## config.mk

```make
export PLATFORM = sky130hd
export DESIGN_NAME = neuron_mode_arbiter
export DESIGN_NICKNAME = d
export VERILOG_FILES = /design/src/rtl/neuron_mode_arbiter_pkg.sv /design/src/rtl/neuron_emit_reg.sv /design/src/rtl/neuron_mode_arbiter.sv
export SDC_FILE = /design/constraint.sdc
export NUM_CORES = 1
export LEC_CHECK = 0
export ABC_AREA = 1
export BUFFER_PORTS_ARGS = -buffer_cell sky130_fd_sc_hd__buf_2
export CAP_MARGIN = 20
export CORE_AREA = 2 2 74 76
export DETAILED_ROUTE_END_ITERATION = 10
export DIE_AREA = 0 0 76 78
export GPL_TIMING_DRIVEN = 0
export PLACE_DENSITY_LB_ADDON = 0.12
export SYNTH_ARGS = -nofsm -noshare
export SYNTH_HDL_FRONTEND = slang
export SYNTH_SLANG_ARGS = --single-unit
```

## constraint.sdc

```tcl
create_clock -name clk -period 2.05 [get_ports clk]
set_clock_uncertainty 0.15 [all_clocks]
set_input_delay 0.615 -clock clk [delete_from_list [all_inputs] [get_ports clk]]
set_output_delay 0.615 -clock clk [all_outputs]
set_load 0.02 [all_outputs]
```

## src/rtl/neuron_mode_arbiter_pkg.sv

```systemverilog
// Shared neuron-core mode numbering and the arbiter's state encoding.
package neuron_mode_arbiter_pkg;

    localparam logic [1:0] NEURON_MODE_LIF  = 2'd0;
    localparam logic [1:0] NEURON_MODE_TD   = 2'd1;
    localparam logic [1:0] NEURON_MODE_FST  = 2'd2;
    localparam logic [1:0] NEURON_MODE_CONV = 2'd3;

    typedef enum logic [1:0] {
        ST_RUN   = 2'd0,
        ST_DRAIN = 2'd1,
        ST_QUIET = 2'd2
    } arb_state_t;

endpackage

```

## src/rtl/neuron_emit_reg.sv

```systemverilog
// One-entry valid/ready output register: 1-cycle latency, holds its word until popped.
// Push wins over pop in the same cycle so a full-rate stream sees no bubbles.
module neuron_emit_reg #(
    parameter int DATA_W = 8
) (
    input  logic              clk,
    input  logic              rst_n,
    input  logic              i_push,
    input  logic [DATA_W-1:0] i_push_data,
    input  logic              i_pop,
    input  logic              i_flush,
    output logic              o_valid,
    output logic [DATA_W-1:0] o_data
);

    logic              r_valid;
    logic [DATA_W-1:0] r_data;

    always_ff @(posedge clk) begin
        if (!rst_n) begin
            r_valid <= 1'b0;
            r_data  <= '0;
        end else if (i_flush) begin
            r_valid <= 1'b0;
        end else if (i_push) begin
            r_valid <= 1'b1;
            r_data  <= i_push_data;
        end else if (i_pop) begin
            r_valid <= 1'b0;
        end
    end

    assign o_valid = r_valid;
    assign o_data  = r_data;

endmodule

```

## src/rtl/neuron_mode_arbiter.sv

```systemverilog
// Selects one neuron core, registers its emit stream and pulses (1-cycle latency).
// Mode changes drain the held word, then idle all cores for QUIET_CYCLES before restart.
module neuron_mode_arbiter
    import neuron_mode_arbiter_pkg::*;
#(
    parameter int NUM_MODES    = 4,
    parameter int DATA_W       = 8,
    parameter int MODE_W       = $clog2(NUM_MODES),
    parameter int QUIET_CYCLES = 2
) (
    input  logic                        clk,
    input  logic                        rst_n,
    input  logic [MODE_W-1:0]           mode_req,
    input  logic [NUM_MODES-1:0]        in_emit_valid,
    input  logic [NUM_MODES*DATA_W-1:0] in_emit_data,
    output logic [NUM_MODES-1:0]        in_emit_ready,
    input  logic [NUM_MODES-1:0]        in_post_spike,
    input  logic [NUM_MODES-1:0]        in_learn_start,
    output logic [NUM_MODES-1:0]        core_enable,
    output logic                        out_emit_valid,
    output logic [DATA_W-1:0]           out_emit_data,
    input  logic                        out_emit_ready,
    output logic                        post_spike_pulse,
    output logic                        learn_start_pulse,
    output logic [MODE_W-1:0]           active_mode,
    output logic                        switching
);

    localparam int                QW            = (QUIET_CYCLES > 1) ? $clog2(QUIET_CYCLES) : 1;
    localparam logic [MODE_W-1:0] LP_MAX_MODE   = MODE_W'(NUM_MODES - 1);
    localparam logic [MODE_W:0]   LP_NUM_MODES  = (MODE_W + 1)'(NUM_MODES);
    localparam logic [QW-1:0]     LP_QUIET_INIT = QW'(QUIET_CYCLES - 1);

    function automatic logic [NUM_MODES-1:0] f_onehot(input logic [MODE_W-1:0] m);
        f_onehot = NUM_MODES'(1) << m;
    endfunction

    arb_state_t           r_state;
    logic [QW-1:0]        r_cnt;
    logic [MODE_W-1:0]    r_target;
    logic [MODE_W-1:0]    r_active_mode;
    logic [NUM_MODES-1:0] r_core_enable;
    logic                 r_switching;
    logic                 r_post_spike;
    logic                 r_learn_start;

    logic [MODE_W-1:0]    w_req_eff;
    logic                 w_run;
    logic                 w_rdy;
    logic                 w_push;
    logic                 w_pop;
    logic                 w_emit_vld;
    logic [DATA_W-1:0]    w_emit_dat;
    logic [DATA_W-1:0]    w_sel_data;

    // Out-of-range requests fold onto the highest-numbered core.
    assign w_req_eff  = ({1'b0, mode_req} >= LP_NUM_MODES) ? LP_MAX_MODE : mode_req;
    assign w_run      = (r_state == ST_RUN);
    assign w_rdy      = w_run && (!w_emit_vld || out_emit_ready);
    assign w_push     = w_rdy && in_emit_valid[r_active_mode];
    assign w_pop      = w_emit_vld && out_emit_ready;
    assign w_sel_data = in_emit_data[int'(r_active_mode)*DATA_W +: DATA_W];

    neuron_emit_reg #(
        .DATA_W (DATA_W)
    ) u_emit_reg (
        .clk         (clk),
        .rst_n       (rst_n),
        .i_push      (w_push),
        .i_push_data (w_sel_data),
        .i_pop       (w_pop),
        .i_flush     (r_state == ST_QUIET),
        .o_valid     (w_emit_vld),
        .o_data      (w_emit_dat)
    );

    always_ff @(posedge clk) begin
        if (!rst_n) begin
            r_state       <= ST_QUIET;
            r_cnt         <= LP_QUIET_INIT;
            r_target      <= '0;
            r_active_mode <= MODE_W'(NEURON_MODE_LIF);
            r_core_enable <= '0;
            r_switching   <= 1'b1;
        end else begin
            case (r_state)
                ST_RUN: begin
                    if (w_req_eff != r_active_mode) begin
                        r_target    <= w_req_eff;
                        r_state     <= ST_DRAIN;
                        r_switching <= 1'b1;
                    end
                end
                ST_DRAIN: begin
                    // The core stays enabled while draining so an abort resumes it intact.
                    if (w_req_eff == r_active_mode) begin
                        r_state     <= ST_RUN;
                        r_switching <= 1'b0;
                    end else if (!w_emit_vld || out_emit_ready) begin
                        r_state       <= ST_QUIET;
                        r_cnt         <= LP_QUIET_INIT;
                        r_target      <= w_req_eff;
                        r_core_enable <= '0;
                    end
                end
                ST_QUIET: begin
                    if (r_cnt == '0) begin
                        r_active_mode <= r_target;
                        r_state       <= ST_RUN;
                        r_core_enable <= f_onehot(r_target);
                        r_switching   <= 1'b0;
                    end else begin
                        r_cnt <= r_cnt - QW'(1);
                    end
                end
                default: begin
                    r_state       <= ST_QUIET;
                    r_cnt         <= LP_QUIET_INIT;
                    r_core_enable <= '0;
                    r_switching   <= 1'b1;
                end
            endcase
        end
    end

    always_ff @(posedge clk) begin
        if (!rst_n || r_state == ST_QUIET) begin
            r_post_spike  <= 1'b0;
            r_learn_start <= 1'b0;
        end else begin
            r_post_spike  <= in_post_spike[r_active_mode];
            r_learn_start <= in_learn_start[r_active_mode];
        end
    end

    assign in_emit_ready     = w_rdy ? f_onehot(r_active_mode) : '0;
    assign core_enable       = r_core_enable;
    assign out_emit_valid    = w_emit_vld;
    assign out_emit_data     = w_emit_dat;
    assign post_spike_pulse  = r_post_spike;
    assign learn_start_pulse = r_learn_start;
    assign active_mode       = r_active_mode;
    assign switching         = r_switching;

endmodule

```

==> impl_metrics.toml <==
[global_routing]
grt_pass1_vias = 1666
grt_first_pass_wirelength_um = 7500
grt_max_degree = 20
grt-ovfl-total = 0
track_usage = 0.156
grt_antenna_before_repair = 0

[synth]
synth_edf_count = 0
synth_common_cells = "70 x nand2_1, 33 x inv_1, 30 x nor2_1"
yosys_warnings = 0
yosysMostFrequentCell = "nand2_1"
async_reset_ff_frac = 0
synth_top_area_share = 0.312
synthFlopType = "dfxtp_1"
postSynthCellCount = 238
synth.yosys.seq_area_share = 0.312
ys_top_cells_by_area = "dfxtp_1 31%, nand2_1 18%, inv_1 8.4%"
synth-seq-cells = 23
synth_area_sq_um = 1470
yosys.area.top_type = "dfxtp_1"
syn-num-nets = 291
yosysUniqueCellTypes = 23
syn_area_per_cell_sq_um = 6.19

[worst_hold_path]
min_path_cells = 2
hold-path-endpoint = "switching$_SDFFE_PN1P_"
hp-start = "switching$_SDFFE_PN1P_"
min_path_type = "reg2reg"

[timing]
post-route-min-period_ns = 2.08
setup_violations = 2
max-slew-margin-rel = 0.693
hold_ws_ns = 0.337
fin_crit_sh = 1.02
rsz0062_at_grt = "true"
tightest_slew_ns = 0.460
tns_ns = -0.0456
drv_slew = 0
fin_ws_ns = -0.0328
hold_viol_final = 0
max_freq_mhz = 480

[floorplan]
pin_count = 71
die-height_um = 78
die_x_um = 76
core_area_sq_um = 5040
core.rowCount = 26
start_util = 0.292
die_area_sq_um = 5930

[detailed_routing]
routed_via_density = 4.41
vias = 1706
wl_per_cell_um = 11.3
first_pass_iters = 4
drt_iter0_markers = 79
antenna_left = 0
drt_wl_total_um = 4380
drc_errors = 0

[layout]
drive_gt1_frac = 0.353
fin_nets = 371
areaGrowthSynthToFinish_pct = 39.6
antenna_cells = 0
final_cells = 387

[setup_path]
timing.rr.start = "r_state[0]$_SDFFE_PN0P_"
cp.required_ns = 1.28
max_stage_delay_ns = 0.33
cp_slowest_cell = "dfxtp_2"
crit_path_max_fanout = 4
crit_type = "reg2out"
startpoint_type = "register"
crit_path_end_kind = "primary output"
cp_data_arrival_time_ns = 1.32
cp_cell_sequence = "inv_2 > ha_4 > inv_4 > nor2_4 > inv_2 > nor3_2 > buf_4"
timing.rr.end = "core_enable[0]$_SDFFE_PN0P_"
r2r_cells = 8
crit_top_cell = "inv_2"
r2r_slack_ns = 0.26

[run]
cap_violations = 0

[place]
dp_hpwl_um = 3350
port_buffers = 70
placed_cells = 378
gp_congestion = 0.844

[clock_tree]
cts_root_buf = "clkbuf_8"
h-tree-depth = 1
cts_tree = "built"
clk_pin_slew_ns = 0.09
clock_latency_ns = 0.27
clock-sinks = 23
cts_buffers = 3
cts_buffer_depth = 2

[run_status]
status = "complete, but fails checks"
violations = "negative setup slack"

[pwr]
leakagePower_nw = 1.12
ir_worst_vdd_mv = 0.397
p_per_area_nw_per_um2 = 1270
-- timing repair --
action / CTS / global route
setup buffers: 7 / 0
setup endpoints to repair: 4 / 4
pin swaps: 2 / 1
resized for setup: 17 / 2
hold buffers: 0 / 0
-- worst max-delay path, delay by kind of cell, from the launching register on --
| family | cells | cell delay (ns) |
|---|---|---|
| adder cells (fa/ha/maj) | 1 | 0.16 |
| buffers and inverters | 4 | 0.35 |
| flip-flops | 1 | 0.33 |
| AND/OR/NAND/NOR | 2 | 0.20 |
-- metal layers --
layer | vias up | wire length (um) | track usage
met5 | - | 0 | 0
met4 | 0 | 57 | 0.0545
met3 | 5 | 217 | 0.0349
met2 | 40 | 2090 | 0.268
met1 | 752 | 2010 | 0.191
li1 | 909 | - | -
-- cells in the final DEF (no fill, tap or decap) --
cell type / instances
nor2_2: 2
nand3_1: 24
inv_2: 4
clkbuf_8: 3
clkinv_1: 1
nor2_4: 2
buf_4: 12
clkbuf_1: 1
clkinv_2: 1
ha_1: 3
nand3_4: 1
a31oi_1: 2
nand2_1: 70
dfxtp_2: 2
dfxtp_1: 21
nand2_2: 9
buf_2: 67
inv_4: 1
buf_6: 2
a22oi_1: 2
nor2_1: 28
nand3_2: 1
nand2_4: 1
nand4_1: 15
inv_1: 30
a21oi_1: 4
nor3_2: 3
o21ai_0: 4
ha_4: 1
-- power by group --
| part | switching (W) | internal (W) | leakage, nW |
|---|---|---|---|
| registers | 0.0000830 | 0.000595 | 0.189 |
| logic | 0.00101 | 0.000617 | 0.907 |
| clock network | 0.000164 | 0.000136 | 0.0255 |
| total | 0.00126 | 0.00135 | 1.12 |
-- per-stage QoR --
stage | worst slack (ns) | utilization | area, sq um | total power [W]
6_report | -0.0328 | 0.408 | 2060 | 0.00260
5_1_grt | -0.101 | 0.408 | 2060 | 0.00286
4_1_cts | -0.0381 | 0.407 | 2050 | 0.00262
3_5_place_dp | -0.222 | 0.379 | 1910 | 0.00217
3_3_place_gp | -0.162 | 0.379 | 1910 | 0.00217
2_1_floorplan | -0.164 | - | 1470 | 0.00178
-- registers in the layout, summed over array words and instances (netlist names) --
| register | cells |
|---|---|
| switching | 1 |
| learn_start_pulse | 1 |
| core_enable | 4 |
| r_target | 2 |
| active_mode | 2 |
| u_emit_reg.o_valid | 1 |
| post_spike_pulse | 1 |
| r_cnt | 1 |
| r_state | 2 |
| u_emit_reg.o_data | 8 |
-- cell families after synthesis --
| kind of cell | after synthesis | share of synthesized area |
|---|---|---|
| and+or+nand+nor | 156 | 0.483 |
| buffers and inverters | 43 | 0.125 |
| DFF | 23 | 0.312 |
| AOI/OAI and AO/OA | 12 | 0.0458 |
| adders and majority gates | 4 | 0.0340 |
-- worst max-delay path by stage --
stage                            startpoint                to  cells past startpoint
global route        r_state[0]$_SDFFE_PN0P_  in_emit_ready[0]                      7
detailed placement  r_state[0]$_SDFFE_PN0P_  in_emit_ready[0]                      7
CTS                 r_state[1]$_SDFFE_PN1P_  in_emit_ready[1]                      7
floorplan           r_state[0]$_SDFFE_PN0P_  in_emit_ready[0]                      6
finish              r_state[0]$_SDFFE_PN0P_  in_emit_ready[0]                      7
global placement             out_emit_ready  in_emit_ready[2]                      6
-- final cells by class --
class | instances | area (sq um)
inverter | 36 | 138
sequential | 23 | 463
multi-input combinational | 172 | 872
fill | 579 | 2980
tap | 70 | 87.6
clock buffer | 3 | 41.3
clock inverter | 1 | 5.00
timing repair buffer | 77 | 413
buffer | 5 | 38.8
Note: power is estimated with default switching activity, not from simulation.
